===== config.mk =====
export PLATFORM = sky130hd
export DESIGN_NAME = pipe_stage_reg
export DESIGN_NICKNAME = d
export VERILOG_FILES = /design/src/rtl/pipe_stage_reg.sv
export SDC_FILE = /design/constraint.sdc
export NUM_CORES = 1
export LEC_CHECK = 0
export ABC_AREA = 1
export CORE_ASPECT_RATIO = 0.7
export CORE_MARGIN = 3
export CORE_UTILIZATION = 47
export CTS_CLUSTER_DIAMETER = 60
export DETAILED_ROUTE_END_ITERATION = 10
export PLACE_DENSITY = 0.83
export SYNTH_ARGS = -nofsm -noshare
export SYNTH_HDL_FRONTEND = slang
export SYNTH_SLANG_ARGS = --single-unit

===== constraint.sdc =====
create_clock -name clk_in -period 2.1 [get_ports clk_in]
set_input_delay 0.315 -clock clk_in [delete_from_list [all_inputs] [get_ports clk_in]]
set_output_delay 0.315 -clock clk_in [all_outputs]
set_load 0.005 [all_outputs]

===== src/rtl/pipe_stage_reg.sv =====
// pipe_stage_reg: parametrised inter-stage pipeline register.
// Carries a payload plus a valid bit between two pipeline stages. It honours
// the pipe_ctrl stall vector (hold vs. bubble insertion) and the interrupt
// flush. Saturating bubble/flush event counters feed the performance CSRs.
module pipe_stage_reg #(
  parameter int                 DATA_W     = 32,
  parameter int                 STALL_W    = 6,
  parameter int                 STAGE      = 2,
  parameter logic [DATA_W-1:0]  CLEAR_MASK = {DATA_W{1'b1}},
  parameter logic [DATA_W-1:0]  RESET_VAL  = {DATA_W{1'b0}},
  parameter int                 CNT_W      = 16
) (
  input  logic               clk_in,
  input  logic               reset_n_in,
  input  logic               valid_in,
  input  logic [DATA_W-1:0]  data_in,
  input  logic [STALL_W-1:0] stall_in,
  input  logic               flush_in,
  input  logic               cnt_clr_in,
  output logic               valid_out,
  output logic [DATA_W-1:0]  data_out,
  output logic [CNT_W-1:0]   bubble_cnt_out,
  output logic [CNT_W-1:0]   flush_cnt_out
);

  typedef enum logic [1:0] {
    ACT_ADVANCE,
    ACT_FLUSH,
    ACT_HOLD,
    ACT_BUBBLE
  } action_e;

  localparam logic [CNT_W-1:0] CNT_MAX = {CNT_W{1'b1}};

  logic              stall_up;
  logic              stall_dn;
  action_e           action;
  logic [DATA_W-1:0] data_cleared;
  logic              bubble_inc;
  logic              flush_inc;

  assign stall_up = stall_in[STAGE];

  // The last stage has no downstream stall bit; it can never be held, only bubbled.
  generate
    if (STAGE + 1 < STALL_W) begin : g_has_dn
      assign stall_dn = stall_in[STAGE+1];
    end else begin : g_no_dn
      assign stall_dn = 1'b0;
    end
  endgenerate

  // Stall bits belonging to other stages are intentionally ignored here.
  logic unused_stall;
  assign unused_stall = ^stall_in;

  // Only the CLEAR_MASK bits take RESET_VAL on a flush/bubble; the rest keep their value.
  assign data_cleared = (data_out & ~CLEAR_MASK) | (RESET_VAL & CLEAR_MASK);

  // Decode the per-edge action in strict priority order: flush, hold, bubble, advance.
  // The illegal stall_up=0/stall_dn=1 combination falls through to ADVANCE.
  always_comb begin
    // NOTE: default assignment first so every path drives action and no latch is inferred.
    action = ACT_ADVANCE;
    if (flush_in) begin
      action = ACT_FLUSH;
    end else if (stall_up && stall_dn) begin
      action = ACT_HOLD;
    end else if (stall_up) begin
      action = ACT_BUBBLE;
    end
  end

  assign bubble_inc = (action == ACT_BUBBLE);
  assign flush_inc  = (action == ACT_FLUSH) && (valid_out || valid_in);

  // Payload path: valid bit and data register.
  always_ff @(posedge clk_in or negedge reset_n_in) begin
    if (!reset_n_in) begin
      // NOTE: sequential state uses non-blocking assignments so all registers update together.
      valid_out <= 1'b0;
      data_out  <= RESET_VAL;
    end else begin
      case (action)
        ACT_FLUSH, ACT_BUBBLE: begin
          valid_out <= 1'b0;
          data_out  <= data_cleared;
        end
        ACT_HOLD: begin
          valid_out <= valid_out;
          data_out  <= data_out;
        end
        default: begin
          valid_out <= valid_in;
          data_out  <= data_in;
        end
      endcase
    end
  end

  // Bubble counter: saturating, synchronous clear overrides a same-edge increment.
  always_ff @(posedge clk_in or negedge reset_n_in) begin
    if (!reset_n_in) begin
      bubble_cnt_out <= '0;
    end else if (cnt_clr_in) begin
      bubble_cnt_out <= '0;
    end else if (bubble_inc && (bubble_cnt_out != CNT_MAX)) begin
      bubble_cnt_out <= bubble_cnt_out + 1'b1;
    end
  end

  // Flush counter: counts only flushes that killed a valid entry; same clear/saturation rules.
  always_ff @(posedge clk_in or negedge reset_n_in) begin
    if (!reset_n_in) begin
      flush_cnt_out <= '0;
    end else if (cnt_clr_in) begin
      flush_cnt_out <= '0;
    end else if (flush_inc && (flush_cnt_out != CNT_MAX)) begin
      flush_cnt_out <= flush_cnt_out + 1'b1;
    end
  end

endmodule


==> results.py <==
metrics = {
    "cts": {
        "htree_levels": 3,
        "cts-buffers-inserted": 9,
        "insertion_delay_ns": 0.35,
        "cts-root-buf": "clkbuf_8",
        "cts_setup_buffers": 0,
        "cts_tree": "built",
        "clock-sinks": 65,
        "clk_pin_slew_ns": 0.08,
        "clockBufferDepth": 2,
    },
    "power_and_ir_drop": {
        "ir_drop_v": 0.000510,
        "total_leakage_power_nw": 2.10,
        "seqPwrFrac": 0.466,
        "switching_power_mw": 0.647,
        "swShare": 0.230,
        "clockPowerShare": 0.422,
        "pwr_density_cell_nw_per_um2": 592,
        "p_comb_frac": 0.112,
        "internal_power_mw": 2.16,
    },
    "min_path": {
        "min_path_type": "input port to async pin",
    },
    "detailed_routing": {
        "drt.antenna.violating_nets": 0,
        "vias": 3413,
        "drcViolationCount": 0,
        "first_pass_iters": 5,
        "routed_wirelength_mm": 9.21,
        "routedWlPerCell_um": 14.4,
        "via_per_inst": 5.34,
        "first_iter_violations": 240,
    },
    "floorplanning": {
        "fp.dieW_um": 107,
        "ioPinCount": 108,
        "die_h_um": 76.9,
        "design.core.area_um2": 6850,
        "die-area_um2": 8240,
        "initial_utilization": 0.492,
        "rows": 25,
    },
    "critical_path": {
        "startpoint": "bubble_cnt_out[0]$_DFFE_PN0P_",
        "cpPeakStageDelay_ns": 0.42,
        "r2r-end": "bubble_cnt_out[10]$_DFFE_PN0P_",
        "cp_num_buf_inv": 1,
        "crit_path_start_kind": "flop",
        "reg2reg_from": "bubble_cnt_out[0]$_DFFE_PN0P_",
        "cp.required_ns": 2.32,
        "crit_path_max_fanout": 15,
        "cp_top_family": "simple AND/OR/NAND/NOR gates",
        "reg2reg_slack_ns": 0.23,
        "arrival_ns": 2.09,
        "slowest_stage": "dfrtp_1",
        "crit_top_cell": "nand2_1",
        "crit_cells": 9,
        "worstSetupPathType": "flop to flop",
        "cp-end-kind": "flop",
        "path_cells": "ha_1, nand2_1, nor2_2, nand2_2, nor2_4, o21ai_4, clkinv_2, nand2_1, nand2_1",
        "r2r_cells": 9,
    },
    "timing": {
        "max_freq_ghz": 0.536,
        "skew_ns": 0.00932,
        "period_needed_ns": 1.87,
        "finalSetupTns_ns": 0,
        "post-route-period-util": 0.888,
        "rsz0062_at_grt": "no",
        "worst_slew_pin_slew_ns": 0.554,
        "final-hold-violation-count": 0,
        "slew_viol_final": 0,
        "maxSlewHeadroom": 0.627,
        "setup_viol": 0,
    },
    "grt": {
        "grt_pass1_wl_mm": 15.6,
        "use_met1": 0.303,
        "grt_pass1_vias": 3238,
        "antenna_found_initial": 0,
        "overflow": 0,
        "grt_max_degree": 66,
        "busiest_layer": "met2",
        "met3_usage": 0.108,
        "grt.total_usage": 0.236,
        "gr-usage-met2": 0.356,
    },
    "synth": {
        "synth.top_cells.by_area": "dfrtp_1 48%, nand2_1 16%, o22ai_1 6.1%",
        "synth.avg_cell_area_um2": 7.77,
        "synth.most_common_cell": "nand2_1",
        "synth_warnings": 0,
        "ys_types": 25,
        "syn-instance-count": 434,
        "netlist.area_leader.share": 0.482,
        "yosys_register_bits": 65,
        "synth_top_cell_by_area": "dfrtp_1",
        "ys.flop_type": "dfrtp_1",
        "async_flop_share": 1.00,
        "syn-cell-area_um2": 3370,
        "netlist_top_cells_count": "143 x nand2_1, 65 x dfrtp_1, 51 x inv_1, 33 x o22ai_1, 30 x nor2_1",
        "synth-edff-count": 0,
        "yosysSeqAreaShare": 0.482,
        "synth_nets": 479,
    },
    "finish": {
        "drive_gt1_frac": 0.0789,
        "final_cell_count_no_fill": 639,
        "syn2layout_area_growth_pct": 40.8,
        "postLayoutCellArea_um2": 4750,
        "diodes": 0,
        "nets": 585,
    },
    "placed_design": {
        "place_area_um2": 4510,
        "gp_congestion": 0.840,
        "port_buffers": 103,
        "dp_cells": 622,
        "hpwl_mm": 6.41,
    },
    "run": {
        "drv_cap": 0,
    },
    "outcome": {
        "outcome": "finished, final reports clean",
    },
}
## worst register-to-register path: stages (launching register included)
cell and delay [ns]:
dfrtp_1 0.42, ha_1 0.24, nand2_1 0.10, nor2_2 0.07
nand2_2 0.12, nor2_4 0.06, o21ai_4 0.23, clkinv_2 0.27
nand2_1 0.16, nand2_1 0.09
## power groups by stage
stage,combinational [mW],sequential (mW),clock (mW)
global route,0.345,1.31,1.27
floorplan,0.112,1.33,0
finish,0.315,1.31,1.19
CTS,0.317,1.31,1.21
detailed placement,0.314,1.33,0
global placement,0.308,1.33,0
## final cells by class
type,count,area (µm²)
Clock buffer,15,196
Inverter,54,205
Fill cell,548,2100
Clock inverter,1,30.0
Multi-Input combinational cell,298,1460
Timing Repair Buffer,112,1110
Sequential cell,65,1630
Tap cell,94,118
## routing by layer
metal | part of all wire | vias up
li1 | - | 1621
met1 | 0.43 | 1607
met2 | 0.44 | 170
met3 | 0.11 | 15
met4 | 0.016 | 0
met5 | 0 | -
## flip-flops by register name (all words and copies together), names as in the netlist
name,count
data_out,32
bubble_cnt_out,16
flush_cnt_out,16
valid_out,1
## through the flow
step	utilization	setup slack, ns	total power [mW]	hold WS [ns]
after global routing	0.693	0.105	2.92	0.523
after CTS	0.692	0.0809	2.83	0.512
after floorplan	-	0.530	1.44	0.0194
after detailed placement	0.658	0.0483	1.64	0.358
after global placement	0.658	0.0870	1.64	0.357
final	0.693	0.234	2.81	0.519
## layout by cell type (no fill, tap or decap), types with 3 or more instances in the layout
cell type / Yosys / routed
inv_1: 51 / 51
o21ai_0: 4 / 4
o21bai_1: 4 / 4
clkbuf_8: 0 / 14
nand2_1: 143 / 143
nor2_2: 4 / 6
nor2_1: 30 / 28
nor2_4: 3 / 3
a21oi_1: 5 / 5
clkdlybuf4s50_1: 0 / 102
buf_4: 0 / 7
or2_2: 3 / 3
nand3_1: 26 / 26
o22ai_1: 33 / 33
nand4_1: 25 / 25
dfrtp_1: 65 / 65
nand2_2: 3 / 3
xor2_1: 9 / 9
## logic make-up (layout without fill, tap and decap cells)
family	after synthesis	after routing	synth area share
AND/OR/NAND/NOR	239	239	0.311
buffers and inverters	71	182	0.0853
flip-flops	65	65	0.482
AO/OA/AOI/OAI	48	48	0.0909
XOR/XNOR	9	9	0.0234
adder cells (fa/ha/maj)	2	2	0.00742
## worst max-delay path by stage
stage / end / slack [ns]
floorplan: flush_cnt_out[6]$_DFFE_PN0P_ / 0.53
global placement: flush_cnt_out[8]$_DFFE_PN0P_ / 0.09
detailed placement: flush_cnt_out[9]$_DFFE_PN0P_ / 0.05
CTS: flush_cnt_out[10]$_DFFE_PN0P_ / 0.08
global route: flush_cnt_out[6]$_DFFE_PN0P_ / 0.11
finish: bubble_cnt_out[10]$_DFFE_PN0P_ / 0.23
## what timing repair did
action                                  4_1_cts  5_1_grt
endpoints found under the hold margin        65        0
endpoints found under the setup margin        0       15
hold buffers                                  1        0
gates resized for setup                       0        2
(Power assumes the default switching activity.)
